===== src/rtl/simple_spi_slave.sv =====
// simple_spi_slave
// SPI Mode 0 (CPOL=0, CPHA=0) target. The external SCLK/CS_n/MOSI pins are
// oversampled in the clk domain. Bytes are shifted full-duplex, MSB first.
//
// Ports
//   clk, reset    system clock and synchronous active-high reset
//   tx_data       byte to send; it is written when tx_valid && tx_ready
//   tx_valid      write request for the one-byte TX holding register
//   tx_ready      holding register is empty
//   tx_underrun   one-cycle pulse when a byte load finds the holding register empty
//   rx_data       last complete received byte
//   rx_valid      one-cycle pulse when rx_data updates
//   busy          a transaction is active
//   spi_clk       SCLK pin (asynchronous)
//   spi_cs_n      chip select pin, active low (asynchronous)
//   spi_mosi      MOSI pin (asynchronous)
//   spi_miso      MISO data
//   spi_miso_oe   MISO output enable; equals busy
`timescale 1ns/1ps
module simple_spi_slave #(
  parameter logic [7:0] DEFAULT_TX = 8'hFF
) (
  input  logic       clk,
  input  logic       reset,
  input  logic [7:0] tx_data,
  input  logic       tx_valid,
  output logic       tx_ready,
  output logic       tx_underrun,
  output logic [7:0] rx_data,
  output logic       rx_valid,
  output logic       busy,
  input  logic       spi_clk,
  input  logic       spi_cs_n,
  input  logic       spi_mosi,
  output logic       spi_miso,
  output logic       spi_miso_oe
);

  typedef enum logic {IDLE, ACTIVE} state_t;

  // Synchronizer chains. SCLK and CS_n each have an extra delay flop for
  // edge detection. The flops reset to the idle pin levels, so reset does
  // not create a false edge.
  logic sclk_meta_q, sclk_sync_q, sclk_dly_q;
  logic cs_meta_q, cs_sync_q, cs_dly_q;
  logic mosi_meta_q, mosi_sync_q;

  state_t     state_q, state_d;
  logic [2:0] bit_cnt_q, bit_cnt_d;
  logic [7:0] rx_shift_q, rx_shift_d;
  logic [7:0] rx_data_q, rx_data_d;
  logic       rx_valid_q, rx_valid_d;
  logic [7:0] tx_shift_q, tx_shift_d;
  logic       miso_q, miso_d;
  logic       byte_done_q, byte_done_d;
  logic [7:0] hold_q, hold_d;
  logic       hold_full_q, hold_full_d;
  logic       tx_underrun_q, tx_underrun_d;

  logic       sclk_rise, sclk_fall, cs_fall, cs_rise;
  logic       load;
  logic [7:0] rx_next;

  assign sclk_rise = sclk_sync_q & ~sclk_dly_q;
  assign sclk_fall = ~sclk_sync_q & sclk_dly_q;
  assign cs_fall   = ~cs_sync_q & cs_dly_q;
  assign cs_rise   = cs_sync_q & ~cs_dly_q;

  // Two-flop synchronizers plus the edge-detect delay stage.
  always_ff @(posedge clk) begin
    if (reset) begin
      sclk_meta_q <= 1'b0;
      sclk_sync_q <= 1'b0;
      sclk_dly_q  <= 1'b0;
      cs_meta_q   <= 1'b1;
      cs_sync_q   <= 1'b1;
      cs_dly_q    <= 1'b1;
      mosi_meta_q <= 1'b0;
      mosi_sync_q <= 1'b0;
    end else begin
      sclk_meta_q <= spi_clk;
      sclk_sync_q <= sclk_meta_q;
      sclk_dly_q  <= sclk_sync_q;
      cs_meta_q   <= spi_cs_n;
      cs_sync_q   <= cs_meta_q;
      cs_dly_q    <= cs_sync_q;
      mosi_meta_q <= spi_mosi;
      mosi_sync_q <= mosi_meta_q;
    end
  end

  // Transaction FSM and datapath next-state logic.
  always_comb begin
    state_d       = state_q;
    bit_cnt_d     = bit_cnt_q;
    rx_shift_d    = rx_shift_q;
    rx_data_d     = rx_data_q;
    rx_valid_d    = 1'b0;
    tx_shift_d    = tx_shift_q;
    miso_d        = miso_q;
    byte_done_d   = byte_done_q;
    hold_d        = hold_q;
    hold_full_d   = hold_full_q;
    tx_underrun_d = 1'b0;
    load          = 1'b0;
    rx_next       = {rx_shift_q[6:0], mosi_sync_q};

    case (state_q)
      IDLE: begin
        bit_cnt_d   = 3'd0;
        byte_done_d = 1'b0;
        if (cs_fall) begin
          load    = 1'b1;
          state_d = ACTIVE;
        end
      end
      ACTIVE: begin
        if (cs_rise) begin
          // Abort: the partial byte and any unsent TX bits are dropped.
          state_d     = IDLE;
          bit_cnt_d   = 3'd0;
          byte_done_d = 1'b0;
        end else if (sclk_rise) begin
          rx_shift_d = rx_next;
          bit_cnt_d  = bit_cnt_q + 3'd1;
          if (bit_cnt_q == 3'd7) begin
            rx_data_d   = rx_next;
            rx_valid_d  = 1'b1;
            byte_done_d = 1'b1;
          end
        end else if (sclk_fall) begin
          if (byte_done_q) begin
            // The falling edge after a completed byte starts the next byte.
            byte_done_d = 1'b0;
            load        = 1'b1;
          end else begin
            tx_shift_d = {tx_shift_q[6:0], 1'b0};
            miso_d     = tx_shift_q[6];
          end
        end
      end
      default: state_d = IDLE;
    endcase

    // Byte load: take the holding register if it is full. Otherwise send
    // the default byte and flag an underrun.
    if (load) begin
      if (hold_full_q) begin
        tx_shift_d  = hold_q;
        hold_full_d = 1'b0;
      end else begin
        tx_shift_d    = DEFAULT_TX;
        tx_underrun_d = 1'b1;
      end
      miso_d = tx_shift_d[7];
    end

    // A write is accepted only into an empty register. A write in the same
    // cycle as an underrun load fills the register for the next byte.
    if (tx_valid && !hold_full_q) begin
      hold_d      = tx_data;
      hold_full_d = 1'b1;
    end
  end

  // State and datapath registers.
  always_ff @(posedge clk) begin
    if (reset) begin
      state_q       <= IDLE;
      bit_cnt_q     <= 3'd0;
      rx_shift_q    <= 8'h00;
      rx_data_q     <= 8'h00;
      rx_valid_q    <= 1'b0;
      tx_shift_q    <= 8'h00;
      miso_q        <= 1'b0;
      byte_done_q   <= 1'b0;
      hold_q        <= 8'h00;
      hold_full_q   <= 1'b0;
      tx_underrun_q <= 1'b0;
    end else begin
      state_q       <= state_d;
      bit_cnt_q     <= bit_cnt_d;
      rx_shift_q    <= rx_shift_d;
      rx_data_q     <= rx_data_d;
      rx_valid_q    <= rx_valid_d;
      tx_shift_q    <= tx_shift_d;
      miso_q        <= miso_d;
      byte_done_q   <= byte_done_d;
      hold_q        <= hold_d;
      hold_full_q   <= hold_full_d;
      tx_underrun_q <= tx_underrun_d;
    end
  end

  assign tx_ready    = ~hold_full_q;
  assign tx_underrun = tx_underrun_q;
  assign rx_data     = rx_data_q;
  assign rx_valid    = rx_valid_q;
  assign busy        = (state_q == ACTIVE);
  assign spi_miso    = miso_q;
  assign spi_miso_oe = busy;

endmodule


===== config.mk =====
export PLATFORM = sky130hd
export DESIGN_NAME = simple_spi_slave
export DESIGN_NICKNAME = d
export VERILOG_FILES = /design/src/rtl/simple_spi_slave.sv
export SDC_FILE = /design/constraint.sdc
export NUM_CORES = 1
export LEC_CHECK = 0
export ABC_AREA = 1
export CAP_MARGIN = 30
export CELL_PAD_IN_SITES_DETAIL_PLACEMENT = 0
export CELL_PAD_IN_SITES_GLOBAL_PLACEMENT = 2
export CORE_ASPECT_RATIO = 0.7
export CORE_MARGIN = 2
export CORE_UTILIZATION = 30
export DETAILED_ROUTE_END_ITERATION = 8
export GPL_ROUTABILITY_DRIVEN = 0
export GPL_TIMING_DRIVEN = 0
export PLACE_DENSITY_LB_ADDON = 0.05
export SYNTH_ARGS = -nofsm -noshare
export SYNTH_HDL_FRONTEND = slang
export SYNTH_SLANG_ARGS = --single-unit

===== constraint.sdc =====
create_clock -name clk -period 1.49 [get_ports clk]
set_input_delay 0.149 -clock clk [delete_from_list [all_inputs] [get_ports clk]]
set_output_delay 0.149 -clock clk [all_outputs]
set_load 0.05 [all_outputs]

==> results of run 1 <==
[per-layer routing]
| layer | share of wire (%) | global-route usage [%] |
|---|---|---|
| met1 | 59 | 20.8 |
| met2 | 34 | 16.2 |
| met3 | 4.8 | 5.24 |
| met4 | 1.3 | 3.70 |
| met5 | 0 | 0 |
[per-stage QoR]
stage	TNS, ns	hold slack (ns)	power, mW	instances
5_1_grt	-0.134	0.357	2.63	361
3_5_place_dp	-1.44	0.398	1.69	348
4_1_cts	0	0.355	2.50	356
3_3_place_gp	-1.72	0.396	1.69	348
2_1_floorplan	0	0.253	1.58	246
6_report	0	0.356	2.48	361
[layout by cell type, fill, tap and decap left out, types with 11 or more instances in the layout]
master and n:
a21oi_1 14, clkdlybuf4s50_1 13, dfxtp_1 45, dlygate4sd2_1 12, inv_1 26, nand2_1 42
nand3_1 11, nor2_1 47, o21ai_0 20
[worst max path at each step]
stage | cells after the start | slack (ns) | startpoint | to
after floorplan | 6 | 0.16 | busy | tx_shift_q[4]
after global placement | 5 | -0.15 | reset | hold_q[6]
after detailed placement | 5 | -0.13 | reset | rx_shift_q[1]
after CTS | 2 | 0.0009 | busy | spi_miso_oe
after global routing | 7 | -0.04 | bit_cnt_q[0] | rx_data[6]
final | 8 | 0.08 | bit_cnt_q[0] | rx_data[2]
[state kept, by name, summed over array words and instances (netlist names), 3 cells and up]
signal	count
bit_cnt_q	3
rx_shift_q	7
rx_data	8
tx_shift_q	7
hold_q	8
[power breakdown]
group / switching, mW / internal [mW]
clock network: 0.442 / 0.381
logic: 0.189 / 0.131
registers: 0.0278 / 1.31
[what timing repair did]
item / in CTS / in global routing
setup endpoints to repair: 21 / 20
gates resized for setup: 16 / 20
pin swaps: 0 / 2
setup buffers: 0 / 5
[cell families after synthesis]
group,count (synthesis)
adder cells (fa/ha/maj),2
buffers and inverters,37
flip-flops,47
AND/OR/NAND/NOR,122
AO/OA/AOI/OAI,38
[layout make-up]
| class | instances | share of cell area [%] |
|---|---|---|
| flip-flops and latches | 47 | 40.1 |
| multi-input cells | 162 | 32.8 |
| repair buffers | 32 | 12.0 |
| inverters | 28 | 4.63 |
| well taps | 75 | 3.99 |
| clock buffers | 7 | 3.67 |
| plain buffers | 9 | 2.39 |
| clock inverters | 1 | 0.372 |
[worst min-delay path, cell delays in order]
cell,delay [ns]
clkdlybuf4s50_1,0.40
inv_1,0.05
nor2_1,0.03
==> impl_metrics.env, run 1 <==
export IMPL_skew_ns=0.00699
export IMPL_hold_path_class="in2reg"
export IMPL_synth_edf_count=0
export IMPL_port_buffers=27
export IMPL_critPathMostFrequentCell="buf_4"
export IMPL_nFillCells=647
export IMPL_crit_path_end_kind="flop"
export IMPL_reg2reg_to="rx_data[2]"
export IMPL_grt_pass1_vias=1398
export IMPL_vias=1501
export IMPL_hold_viol=0
export IMPL_clock_fmax_mhz=708
export IMPL_antenna_cells=0
export IMPL_synthToLayoutAreaGrowth_pct=28.0
export IMPL_avgSynthCellArea_sq_um=7.47
export IMPL_initial_core_util_pct=31.6
export IMPL_die_w_um=97.6
export IMPL_fin_area_sq_um=2350
export IMPL_clockBufferDepth=2
export IMPL_synth_adder_area_share_pct=1.36
export IMPL_synth_xor_area_share_pct=0
export IMPL_cp_top_family="adder cells"
export IMPL_rows=23
export IMPL_viasPerCell=4.16
export IMPL_yosysWarnings=0
export IMPL_cts_buffers=5
export IMPL_min_delay_worst_endpoint="sclk_meta_q"
export IMPL_arrival_ns=1.62
export IMPL_wl_per_cell_um=11.3
export IMPL_fin_ws_ns=0.0766
export IMPL_antenna_found_initial=0
export IMPL_reg2reg_slack_ns=0.08
export IMPL_dp_hpwl_mm=2.90
export IMPL_reg2reg_depth=8
export IMPL_ys_ff_latch=47
export IMPL_synth_flop_cell="dfxtp_1"
export IMPL_grt_max_degree=15
export IMPL_tightest_slew_ns=0.521
export IMPL_multi_input_area_sq_um=772
export IMPL_crit_type="reg2reg"
export IMPL_die_area_sq_um=6780
export IMPL_path_clk_slew_ns=0.09
export IMPL_synth_most_common_cell="nor2_1"
export IMPL_final_nets=301
export IMPL_cap_violations=0
export IMPL_drive_gt1_share_pct=16.4
export IMPL_outcome="completed"
export IMPL_synth_top_family_by_area="simple AND/OR/NAND/NOR gates"
export IMPL_regArea_sq_um=943
export IMPL_synthSimpleGateAreaFrac_pct=28.3
export IMPL_peakVddDrop_v=0.000442
export IMPL_period_share_pct=94.9
export IMPL_synth_largest_area_cell="dfxtp_1"
export IMPL_clock_latency_ns=0.30
export IMPL_p_per_area_nw_per_um2=1050
export IMPL_ys_top_cells_by_area="dfxtp_1, nor2_1, nand2_1"
export IMPL_maxSlewViolCount=0
export IMPL_coreArea_sq_um=5810
export IMPL_slowest_stage="dfxtp_2"
export IMPL_finalSetupViolCount=0
export IMPL_routed_wl_mm=4.06
export IMPL_cts_tree="done"
export IMPL_r2r_start="bit_cnt_q[0]"
export IMPL_whs_path_depth=3
export IMPL_postPlaceCellArea_sq_um=2200
export IMPL_grt_usage_pct=13.3
export IMPL_slowest_delay_ns=0.34
export IMPL_cts_htree_levels=2
export IMPL_syn_instance_count=246
export IMPL_clock_root_buffer="clkbuf_8"
export IMPL_yosysUniqueCellTypes=21
export IMPL_drt_iter0_drc=35
export IMPL_path_max_fanout=3
export IMPL_synth_common_cells="nor2_1, dfxtp_1, nand2_1, inv_1, o21ai_0"
export IMPL_hold_buffers=0
export IMPL_rsz0062_at_grt="true"
export IMPL_hp_start="spi_clk"
export IMPL_synth_compound_area_share_pct=10.6
export IMPL_firstDrtPassIters=4
export IMPL_cp_start_kind="flop"
export IMPL_async_flop_share_pct=0
export IMPL_synth_area_sq_um=1840
export IMPL_boundaryPins=28
export IMPL_p_leak_nw=1.10
export IMPL_cp_data_required_time_ns=1.70
export IMPL_fin_util_pct=40.5
export IMPL_yosys_area_top_type_share_pct=51.2
export IMPL_cp_cell_sequence="ha_1, ha_2, nand2_2, nor2_4, buf_4, buf_4, o21ai_0, nor2_1"
export IMPL_drc_errors=0
export IMPL_place_ws_ns=-0.132
export IMPL_grt_overflow=0
export IMPL_synth_seq_area_share_pct=51.2
export IMPL_period_minus_slack_ns=1.41
export IMPL_synth_mux_area_share_pct=0
export IMPL_die_h_um=69.5
export IMPL_grt_pass1_wl_mm=7.03
export IMPL_ant_nets=0
export IMPL_slew_headroom_pct=65.3
export IMPL_synth_nets=262
export IMPL_clkSinkCount=47
export IMPL_cp_buffers_inverters=2
Note: power is estimated with default switching activity, not from simulation.
==> run 2, diff against run 1 <==
- MAX_ROUTING_LAYER: unset -> met4
==> run 2 against run 1 <==
Compared with the run above:
- critical path depth stayed put
- non-clock buffer count stayed put
- combinational power hardly changed
- utilization stayed put
- total power hardly changed
- worst hold slack hardly changed
- clock power hardly changed
- critical path type unchanged
- critical endpoint unchanged
- largest power group unchanged
- highest routed layer unchanged
==> impl_metrics.env, run 2 (synthesized netlist as in run 1, its figures left out) <==
export IMPL_firstDrtPassIters=4
export IMPL_use_met3_pct=4.94
export IMPL_arrival_ns=1.62
export IMPL_crit_type="reg2reg"
export IMPL_vias=1501
export IMPL_grt_overflow=0
export IMPL_crit_path_end_kind="flop"
export IMPL_reg2reg_depth=8
export IMPL_antenna_cells=0
export IMPL_r2r_start="bit_cnt_q[0]"
export IMPL_peakVddDrop_v=0.000442
export IMPL_cp_cell_sequence="ha_1, ha_2, nand2_2, nor2_4, buf_4, buf_4, o21ai_0, nor2_1"
export IMPL_wl_per_cell_um=11.3
export IMPL_slowest_stage="dfxtp_2"
export IMPL_drive_gt1_share_pct=16.4
export IMPL_drt_iter0_drc=35
export IMPL_groute_layer_met1_usage_pct=21.0
export IMPL_clock_root_buffer="clkbuf_8"
export IMPL_slowest_delay_ns=0.34
export IMPL_layout_common_cells="nor2_1, dfxtp_1, nand2_1, inv_1, o21ai_0"
export IMPL_synthToLayoutAreaGrowth_pct=28.0
export IMPL_path_max_fanout=3
export IMPL_grt_max_degree=15
export IMPL_use_met2_pct=16.2
export IMPL_coreArea_sq_um=5810
export IMPL_cap_violations=0
export IMPL_grt_pass1_wl_mm=7.04
export IMPL_skew_ns=0.00699
export IMPL_whs_ns=0.356
export IMPL_critPathMostFrequentCell="buf_4"
export IMPL_final_cells=361
export IMPL_hp_start="spi_clk"
export IMPL_busiest_layer="met1"
export IMPL_cp_start_kind="flop"
export IMPL_clockBufferDepth=2
export IMPL_hold_viol=0
export IMPL_initial_core_util_pct=31.6
export IMPL_path_clk_slew_ns=0.09
export IMPL_die_h_um=69.5
export IMPL_cts_buffers=5
export IMPL_whs_path_depth=3
export IMPL_grt_usage_pct=13.6
export IMPL_rows=23
export IMPL_slew_headroom_pct=65.3
export IMPL_cp_top_family="adder cells"
export IMPL_hold_path_class="in2reg"
export IMPL_port_buffers=27
export IMPL_reg2reg_to="rx_data[2]"
export IMPL_total_power_mw=2.48
export IMPL_ant_nets=0
export IMPL_p_leak_nw=1.10
export IMPL_cp_data_required_time_ns=1.70
export IMPL_period_share_pct=94.9
export IMPL_outcome="completed"
export IMPL_dp_cells=348
export IMPL_drc_errors=0
export IMPL_p_per_area_nw_per_um2=1060
export IMPL_cp_buffers_inverters=2
export IMPL_finalSetupViolCount=0
export IMPL_fin_area_sq_um=2350
export IMPL_cts_htree_levels=2
export IMPL_clock_fmax_mhz=707
export IMPL_dp_hpwl_mm=2.90
export IMPL_die_area_sq_um=6780
export IMPL_viasPerCell=4.16
export IMPL_final_nets=301
export IMPL_rsz0062_at_grt="true"
export IMPL_antenna_found_initial=0
export IMPL_cts_tree="done"
export IMPL_grt_pass1_vias=1397
export IMPL_hold_buffers=0
export IMPL_die_w_um=97.6
export IMPL_maxSlewViolCount=0
export IMPL_boundaryPins=28
export IMPL_routed_wl_mm=4.07
export IMPL_period_minus_slack_ns=1.41
export IMPL_min_delay_worst_endpoint="sclk_meta_q"
export IMPL_clkSinkCount=47
export IMPL_postPlaceCellArea_sq_um=2200
export IMPL_layout_commonest_cell="nor2_1"
export IMPL_tightest_slew_ns=0.521
export IMPL_clock_latency_ns=0.30
export IMPL_reg2reg_slack_ns=0.08
==> run 2: metal layers <==
metal | part of all wire (%) | wire length (um) | vias to the layer above
met1 | 60 | 2440 | 629
met4 | 1.3 | 53 | 0
met5 | 0 | 0 | -
met3 | 4.3 | 176 | 6
li1 | - | - | 840
met2 | 34 | 1400 | 26
==> run 2: tightest hold or removal path, stage by stage <==
cell	delay, ns
clkdlybuf4s50_1	0.40
inv_1	0.05
nor2_1	0.03
==> run 2: through the flow <==
stage / setup TNS (ns) / worst slack (ns) / util, %
2_1_floorplan: 0 / 0.164 / -
3_3_place_gp: -1.72 / -0.153 / 37.9
5_1_grt: -0.134 / -0.0441 / 40.5
6_report: 0 / 0.0765 / 40.5
4_1_cts: 0 / 0.000867 / 39.3
3_5_place_dp: -1.44 / -0.132 / 37.9
==> run 2: worst max-delay path by stage <==
stage               cells past startpoint            end         start  slack (ns)
floorplan                               6  tx_shift_q[4]          busy        0.16
global placement                        5      hold_q[6]         reset       -0.15
detailed placement                      5  rx_shift_q[1]         reset       -0.13
CTS                                     2    spi_miso_oe          busy      0.0009
global route                            7     rx_data[6]  bit_cnt_q[0]       -0.04
finish                                  8     rx_data[2]  bit_cnt_q[0]        0.08
==> run 2: report_power, final <==
part	leakage (nW)	switching (mW)	total, mW	internal [mW]
clock	0.0484	0.443	0.824	0.381
combinational	0.667	0.189	0.319	0.131
sequential	0.385	0.0278	1.34	1.31
total	1.10	0.659	2.48	1.82
==> run 2: timing repair <==
item / in CTS / in global routing
pin swaps: 0 / 2
resized for setup: 16 / 20
setup buffers: 0 / 5
endpoints found under the setup margin: 21 / 20
==> run 2: layout make-up <==
class | instances | area, sq um
Clock inverter | 1 | 8.76
Sequential cell | 47 | 943
Inverter | 28 | 109
Fill cell | 647 | 3460
Timing Repair Buffer | 32 | 283
Tap cell | 75 | 93.8
Buffer | 9 | 56.3
Clock buffer | 7 | 86.3
Multi-Input combinational cell | 162 | 772
